==> src/rtl/hssi_lane_reset_seq_if.sv <==
// Handshake/status bundle between the HSSI lane reset sequencer and its environment.
// The slave side is the sequencer; the master side drives SERDES status and seq_start.
interface hssi_lane_reset_seq_if #(
  parameter int NUM_LN = 4
);
  logic              seq_start;
  logic              tx_cal_busy;
  logic              rx_cal_busy;
  logic              tx_pll_locked;
  logic [NUM_LN-1:0] rx_is_lockedtodata;
  logic [NUM_LN-1:0] tx_analogreset;
  logic [NUM_LN-1:0] rx_analogreset;
  logic [NUM_LN-1:0] tx_digitalreset;
  logic [NUM_LN-1:0] rx_digitalreset;
  logic              link_ready;
  logic              seq_error;
  logic [2:0]        seq_state;
  logic [7:0]        relock_cnt;

  modport master (
    output seq_start, tx_cal_busy, rx_cal_busy, tx_pll_locked, rx_is_lockedtodata,
    input  tx_analogreset, rx_analogreset, tx_digitalreset, rx_digitalreset,
    input  link_ready, seq_error, seq_state, relock_cnt
  );

  modport slave (
    input  seq_start, tx_cal_busy, rx_cal_busy, tx_pll_locked, rx_is_lockedtodata,
    output tx_analogreset, rx_analogreset, tx_digitalreset, rx_digitalreset,
    output link_ready, seq_error, seq_state, relock_cnt
  );
endinterface

==> src/rtl/hssi_lane_reset_seq.sv <==
// HSSI SERDES lane reset/bring-up sequencer on Clk_100: orders analog, TX digital and
// per-lane RX digital reset release behind calibration, PLL lock and CDR lock stability.
module hssi_lane_reset_seq #(
  parameter int NUM_LN       = 4,
  parameter int T_ANALOG     = 8,
  parameter int T_DIGITAL    = 4,
  parameter int LOCK_STABLE  = 16,
  parameter int LOCK_TIMEOUT = 1024
) (
  input logic                Clk_100,
  input logic                SoftReset_n,
  hssi_lane_reset_seq_if.slave bus
);
  localparam int TW = $clog2(LOCK_TIMEOUT + 1);
  localparam int SW = $clog2(LOCK_STABLE + 1);

  typedef enum logic [2:0] {
    S_RESET    = 3'd0,
    S_TX_ANA   = 3'd1,
    S_WAIT_CAL = 3'd2,
    S_TX_DIG   = 3'd3,
    S_RX_LOCK  = 3'd4,
    S_READY    = 3'd5,
    S_ERROR    = 3'd6
  } state_t;

  state_t            r_state, w_state_nxt;
  logic [TW-1:0]     r_timer, w_timer_nxt;
  logic [SW-1:0]     r_stab [NUM_LN];
  logic [SW-1:0]     w_stab_nxt [NUM_LN];
  logic [NUM_LN-1:0] r_rx_dig, w_rx_dig_nxt;
  logic [NUM_LN-1:0] r_tx_ana, r_rx_ana, r_tx_dig;
  logic [7:0]        r_relock, w_relock_nxt;
  logic              r_link, r_err;
  logic              w_cal_ok, w_ana_nxt, w_tx_dig_nxt;

  assign w_cal_ok = !bus.tx_cal_busy && !bus.rx_cal_busy && bus.tx_pll_locked;

  always_comb begin
    w_state_nxt  = r_state;
    w_timer_nxt  = r_timer + TW'(1);
    w_rx_dig_nxt = r_rx_dig;
    w_relock_nxt = r_relock;
    for (int i = 0; i < NUM_LN; i++) w_stab_nxt[i] = '0;

    case (r_state)
      S_RESET: if (bus.seq_start) w_state_nxt = S_TX_ANA;
      S_TX_ANA: if (r_timer == TW'(T_ANALOG - 1)) w_state_nxt = S_WAIT_CAL;
      S_WAIT_CAL: begin
        if (w_cal_ok) w_state_nxt = S_TX_DIG;
        else if (r_timer == TW'(LOCK_TIMEOUT - 1)) w_state_nxt = S_ERROR;
      end
      S_TX_DIG: begin
        if (!bus.tx_pll_locked) begin
          w_state_nxt  = S_TX_ANA;
          w_relock_nxt = (r_relock == 8'hFF) ? r_relock : r_relock + 8'd1;
        end else if (r_timer == TW'(T_DIGITAL - 1)) begin
          w_state_nxt = S_RX_LOCK;
        end
      end
      S_RX_LOCK: begin
        // Released lanes stay released; only lanes still in reset track lock stability.
        for (int i = 0; i < NUM_LN; i++) begin
          w_stab_nxt[i] = r_stab[i];
          if (r_rx_dig[i]) begin
            if (!bus.rx_is_lockedtodata[i])              w_stab_nxt[i] = '0;
            else if (r_stab[i] == SW'(LOCK_STABLE - 1))  w_rx_dig_nxt[i] = 1'b0;
            else                                         w_stab_nxt[i] = r_stab[i] + SW'(1);
          end
        end
        if (r_rx_dig == '0) w_state_nxt = S_READY;
        else if (r_timer == TW'(LOCK_TIMEOUT - 1)) w_state_nxt = S_ERROR;
      end
      S_READY: begin
        if (!bus.tx_pll_locked) begin
          w_state_nxt  = S_TX_ANA;
          w_relock_nxt = (r_relock == 8'hFF) ? r_relock : r_relock + 8'd1;
        end else if (!(&bus.rx_is_lockedtodata)) begin
          w_state_nxt  = S_RX_LOCK;
          w_rx_dig_nxt = r_rx_dig | ~bus.rx_is_lockedtodata;
        end
      end
      S_ERROR: if (bus.seq_start) w_state_nxt = S_TX_ANA;
      default: w_state_nxt = S_RESET;
    endcase

    // A restart request overrides any in-flight decision and leaves the relock count alone.
    if (bus.seq_start && r_state != S_RESET && r_state != S_ERROR) begin
      w_state_nxt  = S_TX_ANA;
      w_relock_nxt = r_relock;
    end

    if (w_state_nxt != r_state) w_timer_nxt = '0;
    if (w_state_nxt != S_RX_LOCK && w_state_nxt != S_READY) w_rx_dig_nxt = '1;
  end

  assign w_ana_nxt    = (w_state_nxt == S_RESET) || (w_state_nxt == S_TX_ANA) ||
                        (w_state_nxt == S_ERROR);
  assign w_tx_dig_nxt = (w_state_nxt != S_RX_LOCK) && (w_state_nxt != S_READY);

  always_ff @(posedge Clk_100) begin
    if (!SoftReset_n) begin
      r_state  <= S_RESET;
      r_timer  <= '0;
      for (int i = 0; i < NUM_LN; i++) r_stab[i] <= '0;
      r_rx_dig <= '1;
      r_tx_ana <= '1;
      r_rx_ana <= '1;
      r_tx_dig <= '1;
      r_relock <= '0;
      r_link   <= 1'b0;
      r_err    <= 1'b0;
    end else begin
      r_state  <= w_state_nxt;
      r_timer  <= w_timer_nxt;
      for (int i = 0; i < NUM_LN; i++) r_stab[i] <= w_stab_nxt[i];
      r_rx_dig <= w_rx_dig_nxt;
      r_tx_ana <= {NUM_LN{w_ana_nxt}};
      r_rx_ana <= {NUM_LN{w_ana_nxt}};
      r_tx_dig <= {NUM_LN{w_tx_dig_nxt}};
      r_relock <= w_relock_nxt;
      r_link   <= (w_state_nxt == S_READY);
      r_err    <= (w_state_nxt == S_ERROR);
    end
  end

  assign bus.tx_analogreset  = r_tx_ana;
  assign bus.rx_analogreset  = r_rx_ana;
  assign bus.tx_digitalreset = r_tx_dig;
  assign bus.rx_digitalreset = r_rx_dig;
  assign bus.link_ready      = r_link;
  assign bus.seq_error       = r_err;
  assign bus.seq_state       = r_state;
  assign bus.relock_cnt      = r_relock;
endmodule

==> src/flat_wrapper.sv <==
// flat-port wrapper written by rule: the top's interface ports become plain ports
module hssi_lane_reset_seq_flat 
#(
  parameter int NUM_LN       = 4,
  parameter int T_ANALOG     = 8,
  parameter int T_DIGITAL    = 4,
  parameter int LOCK_STABLE  = 16,
  parameter int LOCK_TIMEOUT = 1024
)
  (Clk_100, SoftReset_n, bus_seq_start, bus_tx_cal_busy, bus_rx_cal_busy, bus_tx_pll_locked, bus_rx_is_lockedtodata, bus_tx_analogreset, bus_rx_analogreset, bus_tx_digitalreset, bus_rx_digitalreset, bus_link_ready, bus_seq_error, bus_seq_state, bus_relock_cnt);
  hssi_lane_reset_seq_if #(.NUM_LN(NUM_LN)) bus_i ();
  input logic Clk_100;
  input logic SoftReset_n;
  input wire logic [$bits(bus_i.seq_start)-1:0] bus_seq_start;
  input wire logic [$bits(bus_i.tx_cal_busy)-1:0] bus_tx_cal_busy;
  input wire logic [$bits(bus_i.rx_cal_busy)-1:0] bus_rx_cal_busy;
  input wire logic [$bits(bus_i.tx_pll_locked)-1:0] bus_tx_pll_locked;
  input wire logic [$bits(bus_i.rx_is_lockedtodata)-1:0] bus_rx_is_lockedtodata;
  output wire logic [$bits(bus_i.tx_analogreset)-1:0] bus_tx_analogreset;
  output wire logic [$bits(bus_i.rx_analogreset)-1:0] bus_rx_analogreset;
  output wire logic [$bits(bus_i.tx_digitalreset)-1:0] bus_tx_digitalreset;
  output wire logic [$bits(bus_i.rx_digitalreset)-1:0] bus_rx_digitalreset;
  output wire logic [$bits(bus_i.link_ready)-1:0] bus_link_ready;
  output wire logic [$bits(bus_i.seq_error)-1:0] bus_seq_error;
  output wire logic [$bits(bus_i.seq_state)-1:0] bus_seq_state;
  output wire logic [$bits(bus_i.relock_cnt)-1:0] bus_relock_cnt;
  assign bus_i.seq_start = bus_seq_start;
  assign bus_i.tx_cal_busy = bus_tx_cal_busy;
  assign bus_i.rx_cal_busy = bus_rx_cal_busy;
  assign bus_i.tx_pll_locked = bus_tx_pll_locked;
  assign bus_i.rx_is_lockedtodata = bus_rx_is_lockedtodata;
  assign bus_tx_analogreset = bus_i.tx_analogreset;
  assign bus_rx_analogreset = bus_i.rx_analogreset;
  assign bus_tx_digitalreset = bus_i.tx_digitalreset;
  assign bus_rx_digitalreset = bus_i.rx_digitalreset;
  assign bus_link_ready = bus_i.link_ready;
  assign bus_seq_error = bus_i.seq_error;
  assign bus_seq_state = bus_i.seq_state;
  assign bus_relock_cnt = bus_i.relock_cnt;
  hssi_lane_reset_seq #(.NUM_LN(NUM_LN), .T_ANALOG(T_ANALOG), .T_DIGITAL(T_DIGITAL), .LOCK_STABLE(LOCK_STABLE), .LOCK_TIMEOUT(LOCK_TIMEOUT)) u_core (.Clk_100(Clk_100), .SoftReset_n(SoftReset_n), .bus(bus_i));
endmodule
==> config.mk <==
export PLATFORM = sky130hd
export DESIGN_NAME = hssi_lane_reset_seq_flat
export DESIGN_NICKNAME = d
export VERILOG_FILES = /design/src/rtl/hssi_lane_reset_seq_if.sv /design/src/rtl/hssi_lane_reset_seq.sv /design/src/flat_wrapper.sv
export SDC_FILE = /design/constraint.sdc
export NUM_CORES = 1
export LEC_CHECK = 0
export ABC_AREA = 0
export BUFFER_PORTS_ARGS = -buffer_cell sky130_fd_sc_hd__buf_2
export CAP_MARGIN = 20
export CELL_PAD_IN_SITES_DETAIL_PLACEMENT = 1
export CELL_PAD_IN_SITES_GLOBAL_PLACEMENT = 2
export CORE_MARGIN = 2
export CORE_UTILIZATION = 36
export DETAILED_ROUTE_END_ITERATION = 8
export PLACE_DENSITY_LB_ADDON = 0.3
export SLEW_MARGIN = 20
export SYNTH_ARGS = -nofsm -noshare
export SYNTH_HDL_FRONTEND = slang
export SYNTH_SLANG_ARGS = --single-unit
==> constraint.sdc <==
create_clock -name Clk_100 -period 3.9 [get_ports Clk_100]
set_input_delay 0.78 -clock Clk_100 [delete_from_list [all_inputs] [get_ports Clk_100]]
set_output_delay 0.78 -clock Clk_100 [all_outputs]
set_load 0.02 [all_outputs]
==> key figures <==
Timing
  • Least-Margin Pin Slew: 0.739 ns
  • Final period util: 0.632
  • Final Hold Vio Count: 0
  • Final Critical Period: between 2 and 2.5 ns
  • Slew headroom: 0.506
  • Fmax: 406 MHz
  • Fin. max-slew vios: 0
  • Layout Skew: between 0.004 and 0.005 ns
  • Setup TNS: 0 ns
  • RSZ-0062 raised after global routing: no
  • Setup Viol. Count Final: 0

Synth
  • Compound-Gate Fraction of Synth Area: 0.146
  • Asr flop ratio synth: 0
  • Synth Net Count: between 300 and 400
  • Yosys reg bits: 50
  • Post-Synth Adder-Cell Area: 0.0445
  • XOR/XNOR share of the synthesized area: 0.0498
  • Mux contribution to synthesized area: 0.00356
  • Synth top area cells: dfxtp_1, nand2_1, ha_1
  • Post-Synth Simple-Gate Area: 0.324
  • Post-synth top area share: 0.356
  • Top FF cell, synth: dfxtp_1
  • Largest family of logic cells by synthesized area: simple AND/OR/NAND/NOR gates
  • Synth cell types: between 50 and 60
  • Mapped Avg Cell Area: ~8.1 sq um
  • Syn. warnings: 0
  • Register area share after synthesis: 0.356
  • Post-synth EDFFs: 0
  • Mapped Area: ~2800 sq um
  • Post-Synthesis Cells: 347
  • Yosys top cell by area: dfxtp_1

Clocking
  • H-tree Lvls: 2
  • Post-CTS Setup Bufs: 0
  • CTS sink count: 50
  • Worst-path clk slew: about 0.090 ns
  • CTS Buf Count: 5
  • CTS tree: done
  • Post_cts resized: 0
  • Worst skew pair latency: 0.30 ns
  • Clk root buf: clkbuf_8
  • Max clock buf depth: 2
  • CTS hold repair buffers: 0

Place
  • Post-DP HPWL: roughly 5.1 mm
  • GPL Wtd Cong: 0.744
  • IO Port Bufs: 38
  • Number of cells after detailed placement: ~460

Worst setup path
  • Worst Path Required: around 4.1 ns
  • CP cell instances: or4b_1 > a21oi_1 > nand4b_1 > nand4b_1 > nor4_1
  • Crit path buf inv count: 0
  • Slowest CP cell: or4b_1
  • Critical Path Sink Type: flip-flop
  • Crit Path Max Fanout: 22
  • Critical path's top delay family: simple AND/OR/NAND/NOR gates
  • Startpoint Class: flip-flop
  • Worst Path Arrival: 2.65 ns
  • CP most frequent cell: nand4b_1
  • Setup CP Type: flip-flop to flip-flop
  • CP max stage delay: 0.68 ns

GRT
  • Initial antenna violation count: 0
  • Overall routing resource usage: 0.165
  • GR Overflow Total: 0
  • Largest net degree at the start of global routing: 23
  • First-pass GRT wire length: about 12 mm
  • Vias in the first global route: between 2000 and 2500

Layout
  • Final nets: ~390
  • Area growth from synthesis to layout: 9.12%
  • Share of layout cells above drive strength 1: 0.149
  • Final cell count without fillers: ~470
  • Ant. Diodes: 0

Drt
  • Antenna violation net count after detailed routing: 0
  • Post-DR vias/cell: between 5 and 6
  • Initial DRC Count: 85
  • WL final: roughly 6.8 mm
  • Routed len/inst: roughly 14 um
  • Drt first pass iters: 4
  • # DRC: 0
  • Vias: approximately 2500

Worst hold path
  • Type of the most critical hold path: flip-flop to flip-flop

Floorplan
  • Full die area: 8530 sq um
  • Core area: 7650 sq um
  • Initial core utilization: 0.368
  • Overall die width: around 92 um
  • Die H: slightly above 90 um
  • Row count: 32
  • I/O pin cnt: 39

Pwr
  • Max IR drop VDD: 0.000126 V
  • Leakage: about 0.0012 uW
  • Pwr dens: just under 300 nW/um^2

Outcome
  • Status: complete, no violations

Run
  • Max-cap violations: 0
[per-layer routing]
layer  wire length (um)  global-route usage
met2               3090               0.271
met5                  0                   0
met4                 54              0.0373
met3                282              0.0325
met1               3350               0.224
[registers in the layout, summed over array words and instances (netlist names)]
| register | flops |
|---|---|
| u_core.r_timer | 11 |
| u_core.bus.relock_cnt | 8 |
| u_core.bus.tx_analogreset | 1 |
| u_core.bus.tx_digitalreset | 1 |
| u_core.bus.rx_digitalreset | 4 |
| u_core.r_stab | 20 |
| u_core.bus.link_ready | 1 |
| u_core.bus.seq_state | 3 |
| u_core.bus.seq_error | 1 |
[report_power, final]
group,switching (uW),internal [uW]
Combinational,32.5,21.3
Clock,167,144
Sequential,6.63,513
[synth_stat cells, types with 5 or more instances]
cell type   n
nand2_1    35
nor2_1     31
and3_1      5
buf_2       8
inv_1      14
nand4b_1    7
a21oi_1    20
nand3_1     8
and2_1      7
o21ai_0    16
nor3_1     19
dfxtp_1    50
buf_4      11
nand2b_1    7
xnor2_1     7
nor2b_1     6
xor2_1      9
nand4_1     6
nor4_1     16
ha_1       10
[cells in the final DEF (no fill, tap or decap), drive strengths merged, types with 3 or more instances in the layout]
cell type,instances
a21boi,4
a21oi,20
a22oi,4
and2,8
and3,5
and3b,3
buf,39
clkbuf,7
dfxtp,50
ha,10
inv,14
nand2,35
nand2b,7
nand3,8
nand4,6
nand4b,7
nor2,31
nor2b,6
nor3,19
nor3b,3
nor4,16
o21a,3
o21ai,16
or2,3
xnor2,7
xor2,9
[per-stage QoR]
stage	cell area [sq um]	power, uW	setup slack (ns)	util	hold slack, ns
floorplan	2810	569	1.63	-	0.444
global placement	2980	584	1.28	0.389	0.470
detailed placement	2980	585	1.14	0.389	0.478
CTS	3070	897	1.42	0.401	0.500
global route	3070	924	1.20	0.401	0.526
finish	3070	884	1.44	0.401	0.497
[area by class of cell]
| class | count | area (sq um) |
|---|---|---|
| fill | 977 | 4580 |
| timing repair buffer | 39 | 198 |
| clock buffer | 7 | 86.3 |
| multi-input combinational | 258 | 1600 |
| clock inverter | 1 | 5.00 |
| sequential | 50 | 1000 |
| inverter | 14 | 52.6 |
| tap | 102 | 128 |
[cell families after synthesis]
| logic type | after synthesis |
|---|---|
| buffers and inverters | 39 |
| AOI/OAI and AO/OA | 63 |
| muxes | 1 |
| adders and majority gates | 10 |
| DFF | 50 |
| and+or+nand+nor | 168 |
| xor gates and xnor gates | 16 |
[worst min-delay path, stage by stage (launching register included)]
cell and delay, ns:
dfxtp_1 0.34, a21oi_1 0.06, nor2_1 0.07
[path summary, 6_finish.rpt]
kind                           start                  end  slack [ns]  cells after the start
max          u_core.bus.seq_state[2]    u_core.r_timer[5]        1.44                      5
min              u_core.r_stab[3][4]  u_core.r_stab[3][4]        0.50                      2
max reg2reg  u_core.bus.seq_state[2]    u_core.r_timer[5]        1.44                      5
min reg2reg      u_core.r_stab[3][4]  u_core.r_stab[3][4]        0.50                      2
Power figures use the tool's default switching activity.
